File: src/rtl/receptor_pkg.sv
// Shared types and constants for the serial key receiver: FSM state encoding,
// opcode/command values and the byte-to-action decoder.
package receptor_pkg;

  typedef enum logic [2:0] {
    IDLE      = 3'd0,
    START     = 3'd1,
    DATA      = 3'd2,
    STOP      = 3'd3,
    WAIT_IDLE = 3'd4
  } estado_t;

  localparam logic [1:0] OP_PRESS   = 2'b00;
  localparam logic [1:0] OP_RELEASE = 2'b01;

  localparam logic [7:0] CMD_RIGHT = 8'h80;
  localparam logic [7:0] CMD_LEFT  = 8'h81;
  localparam logic [7:0] CMD_ENTER = 8'h82;

  typedef struct packed {
    logic       press;
    logic       rel;
    logic       right;
    logic       left;
    logic       enter;
    logic       invalid;
    logic [3:0] idx;
  } cmd_t;

  // b[5:4] is deliberately ignored for press/release.
  function automatic cmd_t decode_cmd(input logic [7:0] b, input int num_botoes);
    cmd_t c;
    logic in_range;
    c        = '0;
    c.idx    = b[3:0];
    in_range = int'({28'd0, b[3:0]}) < num_botoes;
    case (b[7:6])
      OP_PRESS: begin
        c.press   = in_range;
        c.invalid = !in_range;
      end
      OP_RELEASE: begin
        c.rel     = in_range;
        c.invalid = !in_range;
      end
      2'b10: begin
        case (b)
          CMD_RIGHT: c.right   = 1'b1;
          CMD_LEFT:  c.left    = 1'b1;
          CMD_ENTER: c.enter   = 1'b1;
          default:   c.invalid = 1'b1;
        endcase
      end
      default: c.invalid = 1'b1;
    endcase
    return c;
  endfunction

endpackage

File: src/rtl/gerador_tick_uart.sv
// Free-running oversample tick divider: one-cycle tick every
// CLOCK_FREQ/(BAUD*OVERSAMPLE) clocks (integer-truncated).
module gerador_tick_uart #(
  parameter int CLOCK_FREQ = 50000000,
  parameter int BAUD       = 9600,
  parameter int OVERSAMPLE = 16
) (
  input  logic clock,
  input  logic reset,
  output logic tick
);

  localparam int DIVISOR = CLOCK_FREQ / (BAUD * OVERSAMPLE);
  localparam int CW      = (DIVISOR > 1) ? $clog2(DIVISOR) : 1;

  logic [CW-1:0] count;

  // NOTE: sequential state uses non-blocking (<=) so every flop samples
  // pre-edge values regardless of statement order.
  always_ff @(posedge clock or negedge reset) begin
    if (!reset) begin
      count <= '0;
      tick  <= 1'b0;
    end else if (count == CW'(DIVISOR - 1)) begin
      count <= '0;
      tick  <= 1'b1;
    end else begin
      count <= count + 1'b1;
      tick  <= 1'b0;
    end
  end

endmodule

File: src/rtl/receptor_teclado_serial.sv
// UART 8N1 receiver decoding key bytes into held note buttons and menu pulses.
// Optional auto-release of all notes after silence: define RECEPTOR_AUTO_RELEASE_EN.
module receptor_teclado_serial
  import receptor_pkg::*;
#(
  parameter int CLOCK_FREQ = 50000000,
  parameter int BAUD       = 9600,
  parameter int OVERSAMPLE = 16,
  parameter int NUM_BOTOES = 13,
  parameter int TIMEOUT_MS = 500
) (
  input  logic                  clock,
  input  logic                  reset,
  input  logic                  rx,
  output logic [NUM_BOTOES-1:0] botoes,
  output logic                  right_arrow_pressed,
  output logic                  left_arrow_pressed,
  output logic                  enter_pressed,
  output logic                  byte_valid,
  output logic                  frame_error,
  output logic                  cmd_invalid,
  output logic [2:0]            db_estado,
  output logic [7:0]            db_byte
);

  localparam int TW = (OVERSAMPLE > 2) ? $clog2(OVERSAMPLE) : 1;
  localparam logic [TW-1:0] HALF_LAST = TW'(OVERSAMPLE / 2 - 1);
  localparam logic [TW-1:0] FULL_LAST = TW'(OVERSAMPLE - 1);

  logic tick;
  logic rx_meta, rx_sync;

  estado_t       state, state_next;
  logic [TW-1:0] tick_cnt, tick_cnt_next;
  logic [2:0]    bit_cnt, bit_cnt_next;
  logic [7:0]    shift, shift_next;
  logic          accept, framing_err;
  logic          expire;
  cmd_t          cmd;

  gerador_tick_uart #(
    .CLOCK_FREQ(CLOCK_FREQ),
    .BAUD      (BAUD),
    .OVERSAMPLE(OVERSAMPLE)
  ) u_tick (
    .clock(clock),
    .reset(reset),
    .tick (tick)
  );

  // Synchronizer presets to the idle level so reset never looks like a start bit.
  always_ff @(posedge clock or negedge reset) begin
    if (!reset) begin
      rx_meta <= 1'b1;
      rx_sync <= 1'b1;
    end else begin
      rx_meta <= rx;
      rx_sync <= rx_meta;
    end
  end

  always_ff @(posedge clock or negedge reset) begin
    if (!reset) begin
      state    <= IDLE;
      tick_cnt <= '0;
      bit_cnt  <= '0;
      shift    <= '0;
    end else begin
      state    <= state_next;
      tick_cnt <= tick_cnt_next;
      bit_cnt  <= bit_cnt_next;
      shift    <= shift_next;
    end
  end

  // NOTE: every signal driven here gets a default first, so no path can
  // leave one unassigned and infer a latch.
  always_comb begin
    state_next    = state;
    tick_cnt_next = tick_cnt;
    bit_cnt_next  = bit_cnt;
    shift_next    = shift;
    accept        = 1'b0;
    framing_err   = 1'b0;
    case (state)
      IDLE: begin
        if (!rx_sync) begin
          state_next    = START;
          tick_cnt_next = '0;
        end
      end
      START: begin
        if (tick) begin
          if (tick_cnt == HALF_LAST) begin
            tick_cnt_next = '0;
            bit_cnt_next  = '0;
            state_next    = rx_sync ? IDLE : DATA;
          end else begin
            tick_cnt_next = tick_cnt + 1'b1;
          end
        end
      end
      DATA: begin
        if (tick) begin
          if (tick_cnt == FULL_LAST) begin
            tick_cnt_next = '0;
            shift_next    = {rx_sync, shift[7:1]};
            if (bit_cnt == 3'd7) state_next = STOP;
            else                 bit_cnt_next = bit_cnt + 1'b1;
          end else begin
            tick_cnt_next = tick_cnt + 1'b1;
          end
        end
      end
      STOP: begin
        if (tick) begin
          if (tick_cnt == FULL_LAST) begin
            tick_cnt_next = '0;
            if (rx_sync) begin
              accept     = 1'b1;
              state_next = IDLE;
            end else begin
              framing_err = 1'b1;
              state_next  = WAIT_IDLE;
            end
          end else begin
            tick_cnt_next = tick_cnt + 1'b1;
          end
        end
      end
      WAIT_IDLE: begin
        if (rx_sync) state_next = IDLE;
      end
      default: state_next = IDLE;
    endcase
  end

  assign cmd       = decode_cmd(shift, NUM_BOTOES);
  assign db_estado = state;

`ifdef RECEPTOR_AUTO_RELEASE_EN
  localparam int TIMEOUT_CYCLES = CLOCK_FREQ / 1000 * TIMEOUT_MS;
  localparam int OW = $clog2(TIMEOUT_CYCLES + 1);

  logic [OW-1:0] silence_cnt;

  // Saturates at TIMEOUT_CYCLES so expiry fires once per silent period.
  always_ff @(posedge clock or negedge reset) begin
    if (!reset)                                 silence_cnt <= '0;
    else if (accept)                            silence_cnt <= '0;
    else if (silence_cnt != OW'(TIMEOUT_CYCLES)) silence_cnt <= silence_cnt + 1'b1;
  end

  assign expire = !accept && (silence_cnt == OW'(TIMEOUT_CYCLES - 1));
`else
  assign expire = 1'b0;
`endif

  always_ff @(posedge clock or negedge reset) begin
    if (!reset) begin
      botoes              <= '0;
      right_arrow_pressed <= 1'b0;
      left_arrow_pressed  <= 1'b0;
      enter_pressed       <= 1'b0;
      byte_valid          <= 1'b0;
      frame_error         <= 1'b0;
      cmd_invalid         <= 1'b0;
      db_byte             <= '0;
    end else begin
      right_arrow_pressed <= 1'b0;
      left_arrow_pressed  <= 1'b0;
      enter_pressed       <= 1'b0;
      byte_valid          <= 1'b0;
      frame_error         <= framing_err;
      cmd_invalid         <= 1'b0;
      if (accept) begin
        byte_valid          <= 1'b1;
        db_byte             <= shift;
        right_arrow_pressed <= cmd.right;
        left_arrow_pressed  <= cmd.left;
        enter_pressed       <= cmd.enter;
        cmd_invalid         <= cmd.invalid;
        if (cmd.press) botoes[cmd.idx] <= 1'b1;
        if (cmd.rel)   botoes[cmd.idx] <= 1'b0;
      end else if (expire) begin
        botoes <= '0;
      end
    end
  end

endmodule
File: config.mk
export PLATFORM = sky130hd
export DESIGN_NAME = receptor_teclado_serial
export DESIGN_NICKNAME = d
export VERILOG_FILES = /design/src/rtl/receptor_pkg.sv /design/src/rtl/gerador_tick_uart.sv /design/src/rtl/receptor_teclado_serial.sv
export SDC_FILE = /design/constraint.sdc
export NUM_CORES = 1
export LEC_CHECK = 0
export ABC_CLOCK_PERIOD_IN_PS = 2200
export BUFFER_PORTS_ARGS = -buffer_cell sky130_fd_sc_hd__buf_2
export CORE_MARGIN = 5
export CORE_UTILIZATION = 35
export CTS_BUF_LIST = sky130_fd_sc_hd__clkbuf_8
export CTS_CLUSTER_SIZE = 24
export DETAILED_ROUTE_END_ITERATION = 8
export SYNTH_ARGS = -nofsm -noshare
export SYNTH_HDL_FRONTEND = slang
export SYNTH_SLANG_ARGS = --single-unit
File: constraint.sdc
create_clock -name clock -period 2.2 [get_ports clock]
set_clock_uncertainty 0.2 [all_clocks]
set_input_delay 0.33 -clock clock [delete_from_list [all_inputs] [get_ports clock]]
set_output_delay 0.33 -clock clock [all_outputs]
set_load 0.1 [all_outputs]
### After elaboration in Yosys (flattened, before gate mapping)

Index checks and enable logic that the tools add are counted.

| word-level totals | value |
|---|---|
| register bits after elaboration | 57 |
| latch bits | 0 |
| RAM bits | 0 |
| memory bits (read-only) | 0 |
| input bits | 3 |
| output and inout port bits | 30 |
| logic and storage cells | 114 |
| memories kept | 0 |

| cells by class | value |
|---|---|
| add/sub/neg operators | 3 |
| multipliers | 0 |
| div/mod/pow operators | 0 |
| $lt $le $gt $ge | 3 |
| eq/ne operators | 24 |
| shifts and indexed selects | 0 |
| multiplexer cells | 52 |
| bitwise logic cells | 3 |
| reduce and logical (&&, ||, !) cells | 13 |

Operators with widths:

| operator | count |
|---|---|
| two-way mux 3 bit | 16 |
| two-way mux 13 bit | 3 |
| == test 8 bit (second input constant) | 3 |
| two-way mux 1 bit | 21 |
| two-way mux 4 bit | 5 |
| one-hot mux 3 bit (5 select lines) | 1 |
| inequality test 2 bit (second input constant) | 7 |
| bitwise AND 13 bit | 1 |
| NOT 13 bit | 1 |
| OR 13 bit | 1 |
| one-hot mux 4 bit (3 select lines) | 1 |
| adder 9 x 1 -> 9 bit (second input constant) | 1 |
| == test 9 bit (second input constant) | 1 |
| two-way mux 9 bit | 1 |
| AND reduction 9 bit | 1 |
| inequality test 2 x 1 -> 1 bit (second input constant) | 4 |
| == test 3 x 2 -> 1 bit (second input constant) | 2 |
| == test 3 bit (second input constant) | 2 |
| one-hot mux 3 bit (2 select lines) | 1 |
| AND reduction 6 bit | 1 |
| < comparator 4 x 5 -> 1 bit (second input constant) | 1 |
| adder 4 x 1 -> 4 bit (second input constant) | 1 |
| demux 1 bit (select 4 bit) | 1 |
| == test 4 x 3 -> 1 bit (second input constant) | 1 |
| 19 further kinds | 20 |

### Depth between registers and ports, before layout

Gate-level depths: netlist (run 1).

| logic depth | value |
|---|---|
| depth after elaboration | 9 |
| depth in mapped cells | 6 |
| depth with buffers taken out | 6 |

### Cells and area by module

From an unflattened synthesis (run 1), not the netlist that was laid out.

| second synthesis, totals | value |
|---|---|
| cell total of the unflattened synthesis | 234 |
| area, all modules | 2590.0 um^2 |

Modules (own cells, without submodules):

| module | times used | cells each | area an instance (um^2) | sequential area each (um^2) |
|---|---|---|---|---|
| receptor_teclado_serial | 1 | 192 | 2140.8 | 1178.6 |
| gerador_tick_uart | 1 | 42 | 449.2 | 250.2 |

### Worst setup path after synthesis (run 1)

Ideal clock, no wire load.

| timing path | value |
|---|---|
| path kind | register -> register |
| start point | reg state[1] (netlist: db_estado[1]) |
| end point | reg state[0] (netlist: db_estado[0]) |
| setup time | 0.125 ns |
| arrival | 1.982 ns |
| required time | 1.875 ns |
| setup slack | -0.107 ns |
| cell stages (with the launch flop) | 5 |
| path buffers | 1 |
| period minus slack after synthesis | 2.307 ns |
| cell sequence | dfrtp_1 buf_6 or3_4 a31oi_1 mux2_2 |

| between the ends | value |
|---|---|
| cells in the longest elaborated chain, start to end | 3 |
| elaborated cells between the ends (all ways) | 16 |
| those cells by class | eq/ne: 13; mux: 1; reduce/logical: 2 |

Ends and longest elaborated chain:

| item | line | source |
|---|---|---|
| start: declaration | receptor_teclado_serial.sv:33 | `estado_t state, state_next;` |
| start signal: assignment | receptor_teclado_serial.sv:69 | `state <= state_next;` |
| == test 3 x 1 -> 1 bit, or another cell as far along | receptor_teclado_serial.sv:85 | `case (state)` |
| inequality test 2 x 1 -> 1 bit (no line) or inequality test 2 bit (tied branches) | - |  |
| AND reduction 9 bit (no line) | - |  |

Several ways; a longest one is shown, not always the timed one.
A chain may end at the register's enable or synchronous reset.

### Worst setup path in the final report (run 1)

| timing path | value |
|---|---|
| start point | reg tick_cnt[0] |
| end point | reg bit_cnt[0] |

| between the ends | value |
|---|---|
| cells in the longest elaborated chain, start to end | 3 |
| elaborated cells between the ends (all ways) | 5 |
| those cells by class | eq/ne: 4; reduce/logical: 1 |

Ends and longest elaborated chain:

| item | line | source |
|---|---|---|
| start: declaration | receptor_teclado_serial.sv:34 | `logic [TW-1:0] tick_cnt, tick_cnt_next;` |
| start signal: assignment | receptor_teclado_serial.sv:70 | `tick_cnt <= tick_cnt_next;` |
| == test 4 bit or == test 4 x 3 -> 1 bit (tied branches) | receptor_teclado_serial.sv:105, receptor_teclado_serial.sv:94 |  |
| inequality test 2 bit (no line) | - |  |
| AND reduction 6 bit (no line) (*) | - |  |
| end signal: assignment | receptor_teclado_serial.sv:71 | `bit_cnt <= bit_cnt_next;` |
| end: declaration | receptor_teclado_serial.sv:35 | `logic [2:0] bit_cnt, bit_cnt_next;` |

Every way passes the cells marked *; elsewhere a longest branch is shown, timed or not.

==> metrics, run 1 <==
Post-Syn Area=between 0.002 and 0.003 mm²; Simple-Gate Fraction of Synth Area=15.8%; Final WS setup=approximately 0.22 ns; Slowest-stage cell, CP=dfrtp_1; Worst Path Arrival=2.00 ns; adder-cell share of the synthesized area=2.43%; via density per instance=4.68; most numerous cell in the Yosys netlist=dfrtp_1; minimum clock period=between 1.5 and 2 ns; xor/xnor share of the synthesized area=approximately 2.7%; Worst Path Buf+Inv=0; ANT nets after route=0; CP Launch Type=register; Largest stage delay, worst path=about 0.40 ns; Rows=31; setup bufs post-CTS=0; Final HPWL DP=3350 µm; Placed Instances=350; First DRT Iteration DRCs=82; diodes inserted=0; Syn Inst Count=roughly 220; CP Cell Sequence=ha_1, and3_1, and3_1, and2b_1, mux2_2; first-pass GRT wire length=8070 µm; RSZ-0062 raised after global routing=no; Die Span Y=~96 µm; routing usage on met2=between 15 and 20%; # Max-Cap Violations=0; R2R setup slack=~0.22 ns; Pre-antenna DRT Iters=4; CTS root buf=clkbuf_8; Initial Util=35.7%; post-synthesis compound-gate area fraction=8.07%; # IOs=33; Worst Path Max Fanout=9; Worst Hold Class=register to register; Synth cell types=45; CTS Sinks=57; most frequent CP cell=and3_1; Ys Warns=0; Area Overhead vs Synth=20.3%; total grt overflow=0; PostCTS Resize Cnt=0; slew at the pin with the worst max-slew slack=roughly 0.50 ns; core area=~0.0072 mm²; Slew HR=between 60% and 70%; LEAKAGE=~1.6 nW; Max Transition Viols Final=0; Residual DRC=0; status=finished, final reports clean; Power Dens Cells=670 mW/mm²; nets@finish=272; final hold violations=0; die area=a little over 0.009 mm²; Critical Path End Type=register; mux contribution to synthesized area=~11%; Req. time, crit path=2.22 ns; type of the worst setup path=register to register; Post-synth EDFFs=0; area leader, netlist=dfrtp_1; Max Freq=just over 0.5 GHz; GR peak layer=met1; Largest delay share family, worst path=simple AND/OR/NAND/NOR gates; peak supply drop=0.375 mV; Final setup viols=0; Synth async-reset ratio=100%; largest family of logic cells by synthesized area=simple AND/OR/NAND/NOR gates; Routed WL=4800 µm; global placer's final weighted congestion=0.772; Seq/Total Area, Yosys=55.5%; Hold Buf Count CTS=2; top post-synthesis cells by count=55 x dfrtp_1, 18 x mux2_2, 16 x nand3_1; clock latency on the worst-skew pair=~0.33 ns; pre-CTS WS=0.218 ns; Syn Nets=between 200 and 250; Yosys top cell area share=a little over half; Vias=around 1,700; number of CTS-inserted buffers=9; Synth Register Bits=57; routing usage on met1=between 10% and 20%; GR Util met3=between 5 and 6%; port bufs=32; fin cells=~370; top post-synthesis cells by area=dfrtp_1 53%, mux2_2 7.9%, mux2i_1 3.5%; crit share post-route=around 90%; CTS HTree Levels=3; Max clock buf depth=2; largest net degree at the start of global routing=58; top_reg_cell synth=dfrtp_1; fraction of layout cells with a size suffix above 1=32.0%; vias in the first global route=roughly 1,600; initial antenna violation count=0; CTS tree=done; CTS clk-pin slew, worst paths=around 0.07 ns; Tot GR Track Use=roughly an eighth; WL/cell=about 13 µm; Fillers=approximately 710; syn_area_per_cell=11.5 µm²; Die Width=95.8 µm; setup TNS=0 ns
## registers in the layout, indices dropped and copies added, names as in the netlist
name	flops
bit_cnt	3
botoes	13
byte_valid	1
cmd_invalid	1
db_byte	8
db_estado	3
enter_pressed	1
frame_error	1
left_arrow_pressed	1
right_arrow_pressed	1
rx_meta	1
rx_sync	1
shift	8
tick_cnt	4
u_tick.count	9
u_tick.tick	1
## worst register-to-register path: stages (launching register included)
cell and delay (ns):
dfrtp_1 0.40, ha_1 0.24, and3_1 0.22, and3_1 0.31
and2b_1 0.24, mux2_2 0.26
## per-layer routing
layer  wire length [µm]  vias to the layer above
met4                 74                        0
met5                  0                        -
met2               2040                       34
met3                281                        7
li1                   -                      868
met1               2410                      815
## path summary, 6_finish.rpt
path	startpoint	endpoint	cells after the start
max in group asynchronous	reset	rx_meta	3
setup reg to reg	tick_cnt[0]	bit_cnt[0]	5
setup / recovery	tick_cnt[0]	bit_cnt[0]	5
min in group asynchronous	reset	botoes[5]	3
hold reg to reg	rx_meta	rx_sync	0
hold / removal	rx_meta	rx_sync	0
## where the power goes
group / switching (W) / internal [W]
clock network: 0.000411 / 0.000580
registers: 0.00000215 / 0.00105
logic: 0.0000223 / 0.00000847
total: 0.000435 / 0.00164
## area by class of cell
cell class	count	area, µm²	area share (%)
Inverter	15	56.3	1.82
Timing Repair Buffer	40	238	7.68
Clock buffer	11	151	4.89
Multi-Input combinational cell	141	1040	33.5
Sequential cell	57	1430	46.3
Tap cell	99	124	4.00
Clock inverter	5	55.1	1.78
## logic make-up after synthesis
kind of cell	Yosys count
simple gates	71
xor+xnor	8
buf+inv	25
compound gates	30
mux	27
flops	57
fa+ha+maj	5
## placed cells by master (no fill, tap or decap), types with 3 or more instances in the layout
cell and instances:
a21oi_1 4, inv_1 16, o31ai_1 4, xnor2_1 4
nand2_1 7, mux2i_1 9, clkbuf_8 11, nand4_1 5
a22o_1 3, buf_2 32, dfrtp_1 52, nor2b_1 7
nor2_1 11, nand3_1 16, dfrtp_2 3, mux2_2 18
buf_4 5, xor2_1 4, o21ai_0 9, ha_1 5
and3_1 6
## through the flow
stage                     instance area, µm²  total power (W)  util, %  hold slack, ns
final                                   3100          0.00208     42.9           0.155
after global routing                    3100          0.00216     42.9           0.165
after CTS                               3100          0.00211     42.9           0.157
after detailed placement                2870          0.00110     39.8           0.147
after global placement                  2870          0.00110     39.8           0.150
after floorplan                         2580          0.00108        -          -0.166
Note: power is estimated with default switching activity, not from simulation.
==> run 2, diff against run 1 <==
- CORE_ASPECT_RATIO: default -> 0.7
- CORE_UTILIZATION: 35 -> 55
- PLACE_DENSITY: default -> 0.76
==> run 2 against run 1 <==
Global-route usage is 7.2 points higher; flip-flop and latch count stayed put; power is 2.2% higher; sequential power hardly changed; die area is 33% lower; highest routed layer unchanged.
==> metrics, run 2 (synthesis results as in run 1) <==
Area Overhead vs Synth=17.5%; Critical Path End Type=register; die area=between 0.006 and 0.007 mm²; registers with the most flip-flops=botoes (13), u_tick.count (9); max reg flops=13; Final setup viols=0; total grt overflow=0; via density per instance=about 5.5; Max clock buf depth=2; vias in the first global route=roughly 1,800; Largest Register=botoes; CTS clk-pin slew, worst paths=roughly 0.07 ns; Slew HR=between 50 and 60%; slew at the pin with the worst max-slew slack=around 0.7 ns; Worst Path Arrival=roughly 2 ns; largest net degree at the start of global routing=38; # IOs=33; First DRT Iteration DRCs=54; Clock power frac=just under 50%; ANT nets after route=0; CTS HTree Levels=3; Sequential Power Share=49.7%; number of CTS-inserted buffers=9; Final HPWL DP=roughly 3500 µm; Cell Area, Placed=approximately 0.0028 mm²; CTS tree=done; RSZ-0062 raised after global routing=no; combinational power share=under 10%; Worst Hold Class=register to register; fraction of layout cells with a size suffix above 1=a little under a third; Max Transition Viols Final=0; global placer's final weighted congestion=just over 0.8; Initial Util=between 50% and 60%; peak supply drop=0.545 mV; Vias=between 1,500 and 2,000; Power, Total=~0.0021 W; multi-input logic area=slightly above 0.001 mm²; final hold violations=0; Residual DRC=0; sw frac=between 20 and 25%; WL/cell=about 16 µm; nets@finish=about 270; CTS Sinks=between 50 and 60; Max Freq=between 0.5 and 0.6 GHz; total net switching power=about 0.00043 W; R2R setup slack=0.21 ns; cell internal pwr=approximately 0.0017 W; status=finished, final reports clean; commonest non-fill, non-tap cell in the layout=dfrtp_1; commonest cells after routing, fill and taps aside=52 x dfrtp_1, 32 x buf_2, 18 x mux2_2; storage element area=roughly 0.0014 mm²; design area=about 0.0030 mm²; Rows=20; crit share post-route=90.4%; port bufs=32; Die Width=about 90 µm; Req. time, crit path=approximately 2.2 ns; Die Span Y=approximately 67 µm; Fillers=between 300 and 400; clock latency on the worst-skew pair=0.33 ns; Tot GR Track Use=a little under a fifth; CTS root buf=clkbuf_8; initial antenna violation count=0; Power Dens Cells=approximately 700 mW/mm²; first-pass GRT wire length=8830 µm; CP Launch Type=register; diodes inserted=0; minimum clock period=1.99 ns; Routed WL=5070 µm; Worst Path Max Fanout=9; # Max-Cap Violations=0; LEAKAGE=around 1.6 nW; type of the worst setup path=register to register; core area=0.00443 mm²; setup TNS=0 ns; Pre-antenna DRT Iters=6
==> run 2: changes by cell type in the layout (fill, tap and decap cells not counted) <==
cell       previous run  this run
buf_4                 5         2
bufinv_16             1         2
clkbuf_8             11         9
inv_1                16        17
==> run 2: worst paths after layout <==
check,endpoint,from,cells past startpoint
worst max-delay path,bit_cnt[0],tick_cnt[0],5
worst min-delay path,rx_sync,rx_meta,0
worst max register to register,bit_cnt[0],tick_cnt[0],5
worst min register to register,rx_sync,rx_meta,0
max in group asynchronous,rx_sync,reset,3
min in group asynchronous,u_tick.count[5],reset,2
==> run 2: repair_timing <==
| item | 4_1_cts | 5_1_grt |
|---|---|---|
| buffers inserted | 0 | 0 |
| resized for setup | 0 | 0 |
| hold buffers | 2 | 0 |
| hold endpoints to repair | 21 | 0 |
==> run 2: power by group through the flow <==
stage	Clock (W)	Combinational [W]	Sequential, W
finish	0.00104	0.0000308	0.00105
global route	0.00112	0.0000373	0.00105
CTS	0.00107	0.0000330	0.00105
detailed placement	0	0.0000302	0.00107
global placement	0	0.0000295	0.00107
floorplan	0	0.00000262	0.00107
==> run 2: routing by layer <==
layer  routed length, µm  global-route usage (%)  part of all wire, %  vias up
met5                   0                       0                    0        -
met4                  41                    6.67                 0.81        0
met3                 279                    6.79                  5.5        4
met2                2210                    27.1                   44       45
met1                2530                    26.4                   50      845
li1                    -                       -                    -      859
==> run 2: critical path, stage by stage, from the launching register on <==
cell and delay [ns]:
dfrtp_1 0.41, ha_1 0.25, and3_1 0.22, and3_1 0.30, and2b_1 0.25, mux2_2 0.26
==> run 2: metrics by stage <==
| step | cells | util (%) | setup WS [ns] | hold slack (ns) |
|---|---|---|---|---|
| 6_report | 321 | 68.3 | 0.212 | 0.161 |
| 3_3_place_gp | 303 | 63.0 | 0.255 | 0.122 |
| 4_1_cts | 321 | 68.3 | 0.212 | 0.161 |
| 5_1_grt | 321 | 68.3 | 0.0832 | 0.170 |
| 3_5_place_dp | 303 | 63.0 | 0.221 | 0.122 |
| 2_1_floorplan | 223 | - | 0.106 | -0.166 |
==> run 2: layout make-up <==
type	count	share of cell area (%)
clock buffer	9	4.10
multi-input combinational	141	34.3
timing repair buffer	37	7.12
inverter	15	1.86
clock inverter	7	2.94
tap	55	2.28
sequential	57	47.4
==> run 3, diff against run 2 <==
- REMOVE_ABC_BUFFERS: default -> 1
==> run 3 against run 2 <==
Worst hold slack got worse by 0.0015 ns; worst setup slack got worse by 0.028 ns; combinational power fell by 1%; cell area rose by 0.37%; non-clock buffer count rose by 2; global-route usage fell by 0.85 points; clock power barely moved; count of clock-buffer cells in the layout did not move; first-iteration DRC count rose by 81%; critical path depth did not move; largest cell class unchanged.
==> metrics, run 3 (synthesis results as in run 1) <==
Critical Path End Type=register; LEAKAGE=approximately 1.6 nW; RR Endpoint=bit_cnt[0]; minimum clock period=~2.0 ns; most frequent CP cell=and3_1; clock latency on the worst-skew pair=0.33 ns; Worst Path Buf+Inv=0; Area Overhead vs Synth=17.9%; peak supply drop=approximately 0.53 mV; Largest Register=botoes; Final WS setup=0.184 ns; initial antenna violation count=0; Final HPWL DP=3430 µm; Cell Area, Placed=0.00280 mm²; crit share post-route=91.6%; Pre-antenna DRT Iters=4; fraction of layout cells with a size suffix above 1=a little under a third; WP depth=5; Power Dens Cells=between 600 and 700 mW/mm²; max reg flops=13; core area=roughly 0.0044 mm²; final hold violations=0; diodes inserted=0; hold path depth=0; status=finished, final reports clean; ANT nets after route=0; Largest stage delay, worst path=~0.4 ns; Vias=~1,800; Residual DRC=0; CTS clk-pin slew, worst paths=around 0.070 ns; HP Start=rx_meta; Initial Util=58.1%; commonest non-fill, non-tap cell in the layout=dfrtp_1; Max clock buf depth=2; type of the worst setup path=register to register; r2r worst-path depth=5; Worst Hold Class=register to register; Worst Path Arrival=2.03 ns; CTS tree=done; commonest cells after routing, fill and taps aside=55 x dfrtp_1, 32 x buf_2, 18 x mux2_2; CTS HTree Levels=3; largest net degree at the start of global routing=39; Routed WL=a little under 5000 µm; Slew HR=58.2%; Final setup viols=0; RR Startpoint=tick_cnt[0]; Fillers=about 340; Tot GR Track Use=approximately 18%; Max Freq=approximately 0.50 GHz; WHS Endpoint=rx_sync; vias in the first global route=roughly 1,800; first-pass GRT wire length=~8400 µm; die area=approximately 0.0062 mm²; global placer's final weighted congestion=roughly 0.89; Slowest-stage cell, CP=dfrtp_1; RSZ-0062 raised after global routing=no; Rows=20; WL/cell=around 15 µm; First DRT Iteration DRCs=about 100; nets@finish=271; Die Width=91.8 µm; CTS Sinks=57; port bufs=32; CP Launch Type=register; setup bufs post-CTS=0; design area=slightly above 0.003 mm²; CTS root buf=clkbuf_8; Worst Path Max Fanout=9; pre-CTS WS=between 0.2 and 0.25 ns; via density per instance=around 5.6; R2R setup slack=0.18 ns; registers with the most flip-flops=botoes (13), u_tick.count (9); CP Cell Sequence=ha_1, and3_1, and3_1, and2b_1, mux2_2; number of CTS-inserted buffers=9; slew at the pin with the worst max-slew slack=~0.62 ns; # IOs=33; Largest delay share family, worst path=simple AND/OR/NAND/NOR gates; Req. time, crit path=approximately 2.2 ns; Die Span Y=between 60 and 70 µm; total grt overflow=0; Max Transition Viols Final=0; # Max-Cap Violations=0
run 3: cell count changes in the layout (fill, tap and decap cells not counted), sizes merged:
cell  change
buf       +2
run 3: cell type report:
type	count	area [µm²]	share of cell area, %
clock buffers	9	124	4.08
well taps	55	68.8	2.27
inverters	15	56.3	1.85
clock inverters	7	88.8	2.93
repair buffers	39	230	7.58
flip-flops and latches	57	1430	47.1
multi-input cells	141	1040	34.2
run 3: timing repair:
action / CTS / global route
gates resized for setup: 0 / 0
hold buffers: 2 / 0
hold endpoints to repair: 20 / 0
run 3: worst max-delay path by stage:
| stage | from | end | slack (ns) |
|---|---|---|---|
| 2_1_floorplan | db_estado[0] | right_arrow_pressed | -0.33 |
| 3_3_place_gp | tick_cnt[0] | bit_cnt[0] | 0.24 |
| 3_5_place_dp | tick_cnt[0] | bit_cnt[0] | 0.21 |
| 4_1_cts | tick_cnt[0] | bit_cnt[0] | 0.17 |
| 5_1_grt | tick_cnt[0] | botoes[0] | 0.09 |
| 6_report | tick_cnt[0] | bit_cnt[0] | 0.18 |
run 3: metrics by stage:
step	hold slack, ns	util (%)	TNS (ns)	power [W]	std cells
floorplan	-0.166	-	-4.61	0.00108	213
global placement	0.105	63.3	0	0.00110	305
detailed placement	0.110	63.3	0	0.00110	305
CTS	0.160	68.5	0	0.00214	323
global route	0.164	68.5	0	0.00220	323
finish	0.159	68.5	0	0.00212	323
run 3: where the power goes:
group | internal (W) | leakage, nW | switching [W] | total (W)
sequential | 0.00105 | 0.770 | 0.00000249 | 0.00105
clock | 0.000629 | 0.112 | 0.000410 | 0.00104
combinational | 0.00000829 | 0.698 | 0.0000221 | 0.0000304
run 3: worst reg2reg max path: stages (launching register included):
cell     delay (ns)
dfrtp_1        0.40
ha_1           0.25
and3_1         0.23
and3_1         0.32
and2b_1        0.25
mux2_2         0.26
run 3: per-layer routing:
layer	track usage [%]	wire (µm)
met1	24.3	2380
met2	26.6	2160
met3	6.79	326
met4	7.04	57
met5	0	0
